==> src/rtl/upum_pkg.sv <==
// Shared constants for the UART-side peripheral masters: FSM encoding, default
// SPI word geometry and a constant-friendly ceil(log2) helper.
package upum_pkg;

   typedef enum logic [2:0] {
      ST_IDLE     = 3'd0,
      ST_SETUP    = 3'd1,
      ST_SHIFT_LO = 3'd2,
      ST_SHIFT_HI = 3'd3,
      ST_GAP      = 3'd4
   } state_t;

   localparam int DEF_N_REQ   = 4;
   localparam int DEF_DATA_W  = 16;
   localparam int DEF_CLK_DIV = 2;

   // Never returns 0 so that a width derived from it is always legal.
   function automatic int clog2(input int n);
      int r;
      r = 0;
      while ((1 << r) < n) r++;
      return (r < 1) ? 1 : r;
   endfunction

endpackage

==> src/rtl/pot_spi_arbiter_if.sv <==
// Requester-side handshake plus SPI pin bundle of the pot arbiter.
// The slave modport is the arbiter; the master modport is the requester/pin side.
interface pot_spi_arbiter_if
   import upum_pkg::*;
#(
   parameter int N_REQ  = DEF_N_REQ,
   parameter int DATA_W = DEF_DATA_W
);
   logic [N_REQ-1:0]        req;
   logic [N_REQ*DATA_W-1:0] req_data;
   logic [N_REQ-1:0]        ack;
   logic                    busy;
   logic [clog2(N_REQ)-1:0] grant_id;
   logic                    sclk;
   logic                    mosi;
   logic [N_REQ-1:0]        sync_n;

   modport master (output req, req_data,
                   input  ack, busy, grant_id, sclk, mosi, sync_n);
   modport slave  (input  req, req_data,
                   output ack, busy, grant_id, sclk, mosi, sync_n);
endinterface

==> src/rtl/rr_arbiter.sv <==
// Combinational round-robin pick: first set req bit searching from last+1 (mod N_REQ).
// No state; the previous winner is lowest priority, so a lone requester still wins.
module rr_arbiter
   import upum_pkg::*;
#(
   parameter  int N_REQ = DEF_N_REQ,
   localparam int IW    = clog2(N_REQ)
) (
   input  logic [N_REQ-1:0] req,
   input  logic [IW-1:0]    last,
   output logic             grant_vld,
   output logic [IW-1:0]    grant_idx
);

   logic [IW-1:0] cand;

   // Walk from the farthest candidate back to the nearest so the nearest wins.
   always_comb begin
      grant_vld = 1'b0;
      grant_idx = last;
      cand      = last;
      for (int k = N_REQ; k >= 1; k--) begin
         cand = IW'((int'(last) + k) % N_REQ);
         if (req[cand]) begin
            grant_vld = 1'b1;
            grant_idx = cand;
         end
      end
   end

endmodule

==> src/rtl/pot_spi_arbiter.sv <==
// Round-robin SPI write master for N pots sharing SCLK/MOSI, one SYNC_n each; req->sync_n 1 cycle,
// frame CLK_DIV*(1+2*DATA_W) cycles + 2*CLK_DIV gap. Requesters hold req until the ack pulse.
module pot_spi_arbiter
   import upum_pkg::*;
#(
   parameter int N_REQ   = DEF_N_REQ,
   parameter int DATA_W  = DEF_DATA_W,
   parameter int CLK_DIV = DEF_CLK_DIV
) (
   input  logic             clk_100,
   input  logic             n_rst,
   pot_spi_arbiter_if.slave bus
);

   localparam int IW = clog2(N_REQ);
   localparam int DW = clog2(2 * CLK_DIV + 1);
   localparam int BW = clog2(DATA_W);
   localparam logic [DW-1:0] DIV_LAST = DW'(CLK_DIV - 1);
   localparam logic [DW-1:0] GAP_LAST = DW'(2 * CLK_DIV - 1);
   localparam logic [BW-1:0] BIT_LAST = BW'(DATA_W - 1);

   state_t              state, next_state;
   logic [DW-1:0]       div_cnt;
   logic [BW-1:0]       bit_cnt;
   logic [DATA_W-1:0]   shreg;
   logic [DATA_W-1:0]   words [N_REQ];
   logic [DATA_W-1:0]   word;
   logic [IW-1:0]       last, gid, grant_idx;
   logic                grant_vld, phase_last;
   logic                sclk_q, sclk_d, mosi_q, mosi_d, busy_q, busy_d;
   logic [N_REQ-1:0]    sync_n_q, sync_n_d, ack_q, ack_d;

   rr_arbiter #(.N_REQ(N_REQ)) u_rr (
      .req       (bus.req),
      .last      (last),
      .grant_vld (grant_vld),
      .grant_idx (grant_idx)
   );

   always_comb begin
      for (int i = 0; i < N_REQ; i++) words[i] = bus.req_data[i*DATA_W +: DATA_W];
      word = words[grant_idx];
   end

   assign phase_last = (state == ST_GAP) ? (div_cnt == GAP_LAST) : (div_cnt == DIV_LAST);

   always_ff @(posedge clk_100 or negedge n_rst) begin
      if (!n_rst) begin
         state    <= ST_IDLE;
         div_cnt  <= '0;
         bit_cnt  <= '0;
         shreg    <= '0;
         gid      <= '0;
         last     <= IW'(N_REQ - 1);
         sclk_q   <= 1'b1;
         mosi_q   <= 1'b0;
         sync_n_q <= '1;
         ack_q    <= '0;
         busy_q   <= 1'b0;
      end else begin
         state   <= next_state;
         div_cnt <= (next_state != state || state == ST_IDLE) ? '0 : div_cnt + DW'(1);
         if (state == ST_IDLE && grant_vld) begin
            gid     <= grant_idx;
            shreg   <= word;
            bit_cnt <= '0;
         end
         if (state == ST_SHIFT_LO && next_state == ST_SHIFT_HI) shreg <= {shreg[DATA_W-2:0], 1'b0};
         if (state == ST_SHIFT_HI && next_state == ST_SHIFT_LO) bit_cnt <= bit_cnt + BW'(1);
         if (state == ST_SHIFT_HI && next_state == ST_GAP) last <= gid;
         sclk_q   <= sclk_d;
         mosi_q   <= mosi_d;
         sync_n_q <= sync_n_d;
         ack_q    <= ack_d;
         busy_q   <= busy_d;
      end
   end

   always_comb begin
      next_state = state;
      case (state)
         ST_IDLE:     if (grant_vld)  next_state = ST_SETUP;
         ST_SETUP:    if (phase_last) next_state = ST_SHIFT_LO;
         ST_SHIFT_LO: if (phase_last) next_state = ST_SHIFT_HI;
         ST_SHIFT_HI: if (phase_last) next_state = (bit_cnt == BIT_LAST) ? ST_GAP : ST_SHIFT_LO;
         ST_GAP:      if (phase_last) next_state = ST_IDLE;
         default:     next_state = ST_IDLE;
      endcase
   end

   // Next values of the registered pins; busy lingers one cycle past GAP so it spans grant-to-grant.
   always_comb begin
      sclk_d   = sclk_q;
      mosi_d   = mosi_q;
      sync_n_d = sync_n_q;
      ack_d    = '0;
      busy_d   = (state != ST_IDLE) || (next_state != ST_IDLE);
      case (state)
         ST_IDLE: if (grant_vld) begin
            sync_n_d = ~(N_REQ'(1) << grant_idx);
            sclk_d   = 1'b1;
            mosi_d   = word[DATA_W-1];
         end
         ST_SETUP: if (phase_last) sclk_d = 1'b0;
         ST_SHIFT_LO: if (phase_last) begin
            sclk_d = 1'b1;
            mosi_d = shreg[DATA_W-2];
         end
         ST_SHIFT_HI: if (phase_last) begin
            if (bit_cnt == BIT_LAST) begin
               mosi_d   = 1'b0;
               sync_n_d = '1;
               ack_d    = N_REQ'(1) << gid;
            end else begin
               sclk_d = 1'b0;
            end
         end
         default: ;
      endcase
   end

   assign bus.sclk     = sclk_q;
   assign bus.mosi     = mosi_q;
   assign bus.sync_n   = sync_n_q;
   assign bus.ack      = ack_q;
   assign bus.busy     = busy_q;
   assign bus.grant_id = gid;

endmodule

==> src/flat_wrapper.sv <==
// flat-port wrapper written by rule: the top's interface ports become plain ports
module pot_spi_arbiter_flat import upum_pkg::*;
#(
   parameter int N_REQ   = DEF_N_REQ,
   parameter int DATA_W  = DEF_DATA_W,
   parameter int CLK_DIV = DEF_CLK_DIV
)
  (clk_100, n_rst, bus_req, bus_req_data, bus_ack, bus_busy, bus_grant_id, bus_sclk, bus_mosi, bus_sync_n);
  pot_spi_arbiter_if #(.N_REQ(N_REQ), .DATA_W(DATA_W)) bus_i ();
  input  logic clk_100;
  input  logic n_rst;
  input wire logic [$bits(bus_i.req)-1:0] bus_req;
  input wire logic [$bits(bus_i.req_data)-1:0] bus_req_data;
  output wire logic [$bits(bus_i.ack)-1:0] bus_ack;
  output wire logic [$bits(bus_i.busy)-1:0] bus_busy;
  output wire logic [$bits(bus_i.grant_id)-1:0] bus_grant_id;
  output wire logic [$bits(bus_i.sclk)-1:0] bus_sclk;
  output wire logic [$bits(bus_i.mosi)-1:0] bus_mosi;
  output wire logic [$bits(bus_i.sync_n)-1:0] bus_sync_n;
  assign bus_i.req = bus_req;
  assign bus_i.req_data = bus_req_data;
  assign bus_ack = bus_i.ack;
  assign bus_busy = bus_i.busy;
  assign bus_grant_id = bus_i.grant_id;
  assign bus_sclk = bus_i.sclk;
  assign bus_mosi = bus_i.mosi;
  assign bus_sync_n = bus_i.sync_n;
  pot_spi_arbiter #(.N_REQ(N_REQ), .DATA_W(DATA_W), .CLK_DIV(CLK_DIV)) u_core (.clk_100(clk_100), .n_rst(n_rst), .bus(bus_i));
endmodule
==> config.mk <==
export PLATFORM = sky130hd
export DESIGN_NAME = pot_spi_arbiter_flat
export DESIGN_NICKNAME = d
export VERILOG_FILES = /design/src/rtl/upum_pkg.sv /design/src/rtl/pot_spi_arbiter_if.sv /design/src/rtl/rr_arbiter.sv /design/src/rtl/pot_spi_arbiter.sv /design/src/flat_wrapper.sv
export SDC_FILE = /design/constraint.sdc
export NUM_CORES = 1
export LEC_CHECK = 0
export CAP_MARGIN = 20
export CORE_ASPECT_RATIO = 1.25
export CORE_MARGIN = 1
export CORE_UTILIZATION = 30
export DETAILED_ROUTE_END_ITERATION = 6
export PLACE_DENSITY = 0.6
export SLEW_MARGIN = 5
export SYNTH_ARGS = -nofsm -noshare
export SYNTH_HDL_FRONTEND = slang
export SYNTH_SLANG_ARGS = --single-unit
==> constraint.sdc <==
create_clock -name clk_100 -period 2.6 [get_ports clk_100]
set_clock_uncertainty 0.05 [all_clocks]
set_input_delay 0.52 -clock clk_100 [delete_from_list [all_inputs] [get_ports clk_100]]
set_output_delay 0.52 -clock clk_100 [all_outputs]
set_load 0.005 [all_outputs]
==> metrics.md, run 1 <==
| Metric | Value |
|---|---|
| Hold slack | `about 0.29 ns` |
| Hold crit path type | `in -> async` |
| Sequential fraction of the synthesis area | `41.6%` |
| Run status | `completed` |
| Top area cells in the synthesized netlist | `dfrtp_1 (34%), a211oi_1 (9.9%), and3_1 (9.3%)` |
| Post-CTS setup buffers | `0` |
| Final setup violation count | `0` |
| PnR worst setup slack | `0.464 ns` |
| Vias in the first global route | `2,215` |
| Port Buffers | `82` |
| Area share of the largest cell type after synthesis | `34.0%` |
| Placed insts | `427` |
| Arr. time, crit path | `between 2 and 2.5 ns` |
| H-tree levels | `2` |
| Max Slew Vio Count | `0` |
| CP endpoint kind | `flop` |
| Worst-skew pair later-pin latency | `~0.3 ns` |
| GR Util met3 | `3.72%` |
| Die extent in x | `82.5 µm` |
| Area grow syn2layout | `41.8%` |
| Fin crit period | `2.14 ns` |
| Antenna Cells | `0` |
| Initial DRC count | `96` |
| Post-synthesis cell type count | `42` |
| Post-CTS sizing | `0` |
| TritonCTS clock tree | `yes` |
| R2R Path End | `u_core.shreg[5]` |
| P_leak | `1.41 nW` |
| Via density | `5.28` |
| Top-count cell post-synth | `and3_1` |
| Longest Clk Path Bufs | `2` |
| ANT nets after route | `0` |
| Worst r2r src | `u_core.state[0]` |
| Post-layout util | `between 40% and 50%` |
| CTS sink count | `40` |
| Final hold viol count | `0` |
| Setup TNS | `0 ns` |
| Slew headroom | `40.9%` |
| Rows | `36` |
| I/O pin total | `83` |
| Worst slew pin tran | `between 0.8 and 0.9 ns` |
| Die span in y | `103 µm` |
| Fmax | `approximately 470 MHz` |
| Non-filler instance count after layout | `between 400 and 500` |
| Share of cells above drive strength 1 | `10.0%` |
| Worst reg-to-reg path cell count | `6` |
| Hold_buf cts | `0` |
| Worst-path fanout max | `35` |
| Mapped cell area | `~0.0024 mm²` |
| Synth async-reset ratio | `100%` |
| Maximum VDD drop | `277 µV` |
| Largest net degree at the start of global routing | `41` |
| First-pass GRT wire length | `10.7 mm` |
| WP data required | `2.74 ns` |
| Clock buffer count from CTS | `5` |
| Core area | `0.00784 mm²` |
| Ys Warns | `0` |
| Gate Count Post-Synth | `260` |
| RePlAce Congestion | `0.790` |
| Post-Syn Area per Cell | `9.34 µm²` |
| Fillers | `around 780` |
| Vias post-DR | `about 2.3k` |
| Worst reg2reg setup slack | `0.59 ns` |
| Gr busiest metal | `met2` |
| Final worst path period share | `82.2%` |
| Initial antenna violation count | `0` |
| Max cap viols | `0` |
| DP Area | `0.00335 mm²` |
| Tot GR Track Use | `16.5%` |
| Clk root buf | `clkbuf_8` |
| DP HPWL | `4.79 mm` |
| Setup CP Type | `in -> reg` |
| Post-synth top area cell | `dfrtp_1` |
| Top cells by count, synth | `and3_1 (36), dfrtp_1 (33), a211oi_1 (32)` |
| Post-synth EDFFs | `0` |
| Residual DRC | `0` |
| Grt total ovfl | `0` |
| Syn_nets | `between 300 and 400` |
| Drt first pass iters | `4` |
| # nets final | `411` |
| Clk pin slew, worst setup/hold paths | `0.08 ns` |
| Pre-CTS setup slack | `0.165 ns` |
| Total power | `2.51 mW` |
| Starting Density | `31.0%` |
| Synth Register Bits | `40` |
| Top FF cell, synth | `dfrtp_1` |
| Pwr/cell area | `roughly 730 mW/mm²` |
| Wirelength, routed | `6.52 mm` |
| Unrepaired setup endpoints after global routing | `no` |
| Die area | `around 0.0085 mm²` |
| Met1 usage in global routing | `21.4%` |
| CP Launch Type | `input pin` |
| Routed wire length per instance | `approximately 15 µm` |
| Global routing usage on met2 | `27.3%` |
| Post-route cell area | `~0.0034 mm²` |
-- cells in the final DEF (no fill, tap or decap), drive strengths merged, types with 4 or more instances in the layout --
cell type	n
a211oi	32
a21oi	5
a22oi	14
a31oi	6
and3	36
buf	12
clkbuf	6
clkdlybuf4s50	81
dfrtp	33
dfstp	7
inv	5
nand2	14
nand2b	8
nor2	12
nor3	6
o21ai	8
o31ai	14
o32a	4
-- state kept, by name, summed over array words and instances, names as in the netlist, 2 cells and up --
signal               count
u_core.bit_cnt           4
u_core.bus.ack           4
u_core.bus.grant_id      2
u_core.div_cnt           3
u_core.shreg            15
u_core.last              2
u_core.bus.sync_n        4
u_core.state             3
-- logic make-up after synthesis --
logic type	Yosys count	synth area share, %
AND/OR/NAND/NOR	96	22.7
AO/OA/AOI/OAI	93	28.1
flip-flops	40	41.6
buffers and inverters	26	5.46
XOR/XNOR	2	0.721
adder cells (fa/ha/maj)	2	1.03
multiplexers	1	0.412
-- worst max path at each step --
stage	from	to	slack, ns	cells after the start
floorplan	u_core.state[0]	u_core.shreg[10]	0.70	8
global placement	bus_req[0]	u_core.shreg[0]	0.22	7
detailed placement	bus_req[1]	u_core.shreg[0]	0.17	7
CTS	bus_req[1]	u_core.shreg[0]	0.47	7
global route	bus_req[1]	u_core.shreg[0]	0.31	7
finish	bus_req[1]	u_core.shreg[0]	0.46	7
-- layer usage --
layer / vias to the layer above / wire (µm)
met4: 0 / 64
met2: 64 / 3120
li1: 1158 / -
met3: 7 / 312
met1: 1066 / 3020
met5: - / 0
-- worst max-delay path, stage by stage --
cell and delay (ns):
clkdlybuf4s50_1 0.55, nand2b_1 0.11, a31oi_2 0.22, buf_4 0.31
and3_1 0.20, a211oi_1 0.05, o32ai_1 0.29
-- area by class of cell --
cell class / count / area [µm²] / share of cell area [%]
multi-input combinational: 194 / 1290 / 37.5
sequential: 40 / 1010 / 29.3
timing repair buffer: 93 / 911 / 26.5
tap: 95 / 119 / 3.45
clock buffer: 6 / 82.6 / 2.40
inverter: 5 / 18.8 / 0.545
clock inverter: 2 / 10.0 / 0.291
-- power breakdown --
part | total, mW | leakage (nW) | internal (mW) | switching (mW)
clock | 0.433 | 0.0510 | 0.212 | 0.221
combinational | 1.04 | 0.861 | 0.557 | 0.479
sequential | 1.04 | 0.498 | 0.854 | 0.186
total | 2.51 | 1.41 | 1.62 | 0.886
No activity file was read; power rests on OpenSTA's default activity.
==> inputs of run 2 (changes only) <==
clock period = 2 ns   (was 2.6 ns; I/O delays follow)
==> metrics.md, run 2 (synthesis results as in run 1) <==
| Metric | Value |
|---|---|
| Run status | `completed (unchanged)` |
| Post-route cell area | `0.00369 mm² (was 0.00344 mm²)` |
| Area of the multi-input gates | `0.00136 mm² (was 0.00129 mm²)` |
| Reg with most FFs | `u_core.shreg (unchanged)` |
| Share of cells above drive strength 1 | `15.0% (was 10.0%)` |
| Clock buffer count from CTS | `5 (unchanged)` |
| Total power | `3.41 mW (was 2.51 mW)` |
| Routed wire length per instance | `14.6 µm (was 15.0 µm)` |
| Area grow syn2layout | `52.0% (was 41.8%)` |
| Grt total ovfl | `0 (unchanged)` |
| Initial antenna violation count | `0 (unchanged)` |
| Vias in the first global route | `2,406 (was 2,215)` |
| Clk pin slew, worst setup/hold paths | `0.07 ns (was 0.08 ns)` |
| Most frequent cells in the layout | `clkdlybuf4s50_1 (79), and3_1 (36), dfrtp_1 (33) (was clkdlybuf4s50_1 (81), and3_1 (36), dfrtp_1 (33))` |
| I/O pin total | `83 (unchanged)` |
| Rows | `36 (unchanged)` |
| Tot GR Track Use | `16.9% (was 16.5%)` |
| Worst-skew pair later-pin latency | `0.29 ns (was 0.30 ns)` |
| CTS sink count | `40 (unchanged)` |
| Most common cell after layout, fill and taps aside | `clkdlybuf4s50_1 (unchanged)` |
| Unrepaired setup endpoints after global routing | `no (unchanged)` |
| WP data required | `2.12 ns (was 2.74 ns)` |
| Arr. time, crit path | `2.02 ns (was 2.27 ns)` |
| Final worst path period share | `a little over nine tenths` |
| Residual DRC | `0 (unchanged)` |
| DP HPWL | `4.85 mm (was 4.79 mm)` |
| Largest net degree at the start of global routing | `41 (unchanged)` |
| CP Launch Type | `input pin (unchanged)` |
| Die extent in x | `82.5 µm (unchanged)` |
| Hold_buf cts | `0 (unchanged)` |
| Fmax | `524 MHz` |
| Reg area | `0.00101 mm² (unchanged)` |
| Starting Density | `31.0% (unchanged)` |
| Wirelength, routed | `6.56 mm (was 6.52 mm)` |
| Pwr/cell area | `923 mW/mm² (was 729 mW/mm²)` |
| Clk root buf | `clkbuf_8 (unchanged)` |
| Post-CTS sizing | `0 (unchanged)` |
| WL met1 | `2.90 mm (was 3.02 mm)` |
| Port Buffers | `82 (unchanged)` |
| Initial DRC count | `71 (was 96)` |
| Die span in y | `103 µm (unchanged)` |
| DP Area | `0.00352 mm² (was 0.00335 mm²)` |
| Max Slew Vio Count | `0 (unchanged)` |
| Uppermost layer routed | `met4 (unchanged)` |
| Drt first pass iters | `4 (unchanged)` |
| Max cap viols | `0 (unchanged)` |
| TritonCTS clock tree | `yes (unchanged)` |
| Met2 WL | `3.26 mm (was 3.12 mm)` |
| Worst slew pin tran | `0.506 ns (was 0.887 ns)` |
| Final setup violation count | `0 (unchanged)` |
| CP endpoint kind | `flop (unchanged)` |
| RePlAce Congestion | `0.828 (was 0.790)` |
| Worst-path fanout max | `18 (was 35)` |
| Setup CP Type | `in -> reg (unchanged)` |
| Die area | `0.00846 mm² (unchanged)` |
| DR WL met3 | `287 µm (was 312 µm)` |
| Post-CTS setup buffers | `0 (unchanged)` |
| CP max stage delay | `0.46 ns (was 0.55 ns)` |
| Vias post-DR | `2,395 (was 2,295)` |
| Final hold viol count | `0 (unchanged)` |
| Post-layout util | `47.1% (was 43.9%)` |
| H-tree levels | `2 (unchanged)` |
| # nets final | `424 (was 411)` |
| Critical path's slowest cell | `clkdlybuf4s50_1 (unchanged)` |
| Antenna Cells | `0 (unchanged)` |
| Hold crit path type | `in -> async (unchanged)` |
| Longest Clk Path Bufs | `2 (unchanged)` |
| Largest register FFs | `15 (unchanged)` |
| First-pass GRT wire length | `10.9 mm (was 10.7 mm)` |
| Core area | `0.00784 mm² (unchanged)` |
| Fillers | `780 (was 784)` |
| Worst-path cell chain | `clkdlybuf4s50_1, buf_4, nand2_1, a21oi_1, or3_1, buf_12, a211oi_1, o31ai_1 (was clkdlybuf4s50_1, nand2b_1, a31oi_2, buf_4, and3_1, a211oi_1, o32ai_1)` |
| Slew headroom | `66.2% (was 40.9%)` |
| Maximum VDD drop | `490 µV (was 277 µV)` |
| Fin crit period | `1.91 ns` |
| P_leak | `1.53 nW (was 1.41 nW)` |
| ANT nets after route | `0 (unchanged)` |
| Via density | `5.35 (was 5.28)` |
run 2: stage by stage:
step / cells / TNS [ns] / hold WS, ns / worst slack, ns
floorplan: 260 / 0 / 0.0544 / 0.0977
global placement: 440 / -4.23 / 0.443 / -0.228
detailed placement: 440 / -4.83 / 0.441 / -0.312
CTS: 448 / 0 / 0.126 / 0.00866
global route: 448 / 0 / 0.143 / 0.00279
finish: 448 / 0 / 0.109 / 0.0928
run 2: final timing paths:
check,depth (start not counted),slack (ns),startpoint,to
hold / removal,2,0.11,n_rst,u_core.div_cnt[1]
min in group clk_100,2,0.46,u_core.shreg[13],u_core.shreg[13]
max in group asynchronous,2,1.42,n_rst,u_core.bus.sync_n[3]
hold reg to reg,2,0.46,u_core.shreg[13],u_core.shreg[13]
setup reg to reg,6,0.11,u_core.last[1],u_core.shreg[2]
setup / recovery,8,0.09,bus_req[3],u_core.shreg[2]
run 2: final cells by class:
cell class                 count  area share, %
multi-input combinational    194           36.7
timing repair buffer         106           29.5
sequential                    40           27.4
tap                           95           3.22
clock buffer                   8           2.71
inverter                       5          0.508
run 2: metal layers:
metal | up-vias | GRT usage, %
met3 | 9 | 3.63
met1 | 1131 | 20.3
li1 | 1193 | -
met4 | 0 | 5.67
met5 | - | 0
met2 | 62 | 29.6
run 2: worst max-delay path, delay by kind of cell:
family                 cells  cell delay (ns)
and+or+nand+nor            2             0.41
AOI/OAI and AO/OA          3             0.40
buffers and inverters      3             0.80
run 2: power breakdown:
part | internal, mW | switching (mW)
Clock | 0.315 | 0.266
Combinational | 0.821 | 0.669
Sequential | 1.11 | 0.221
Total | 2.25 | 1.16
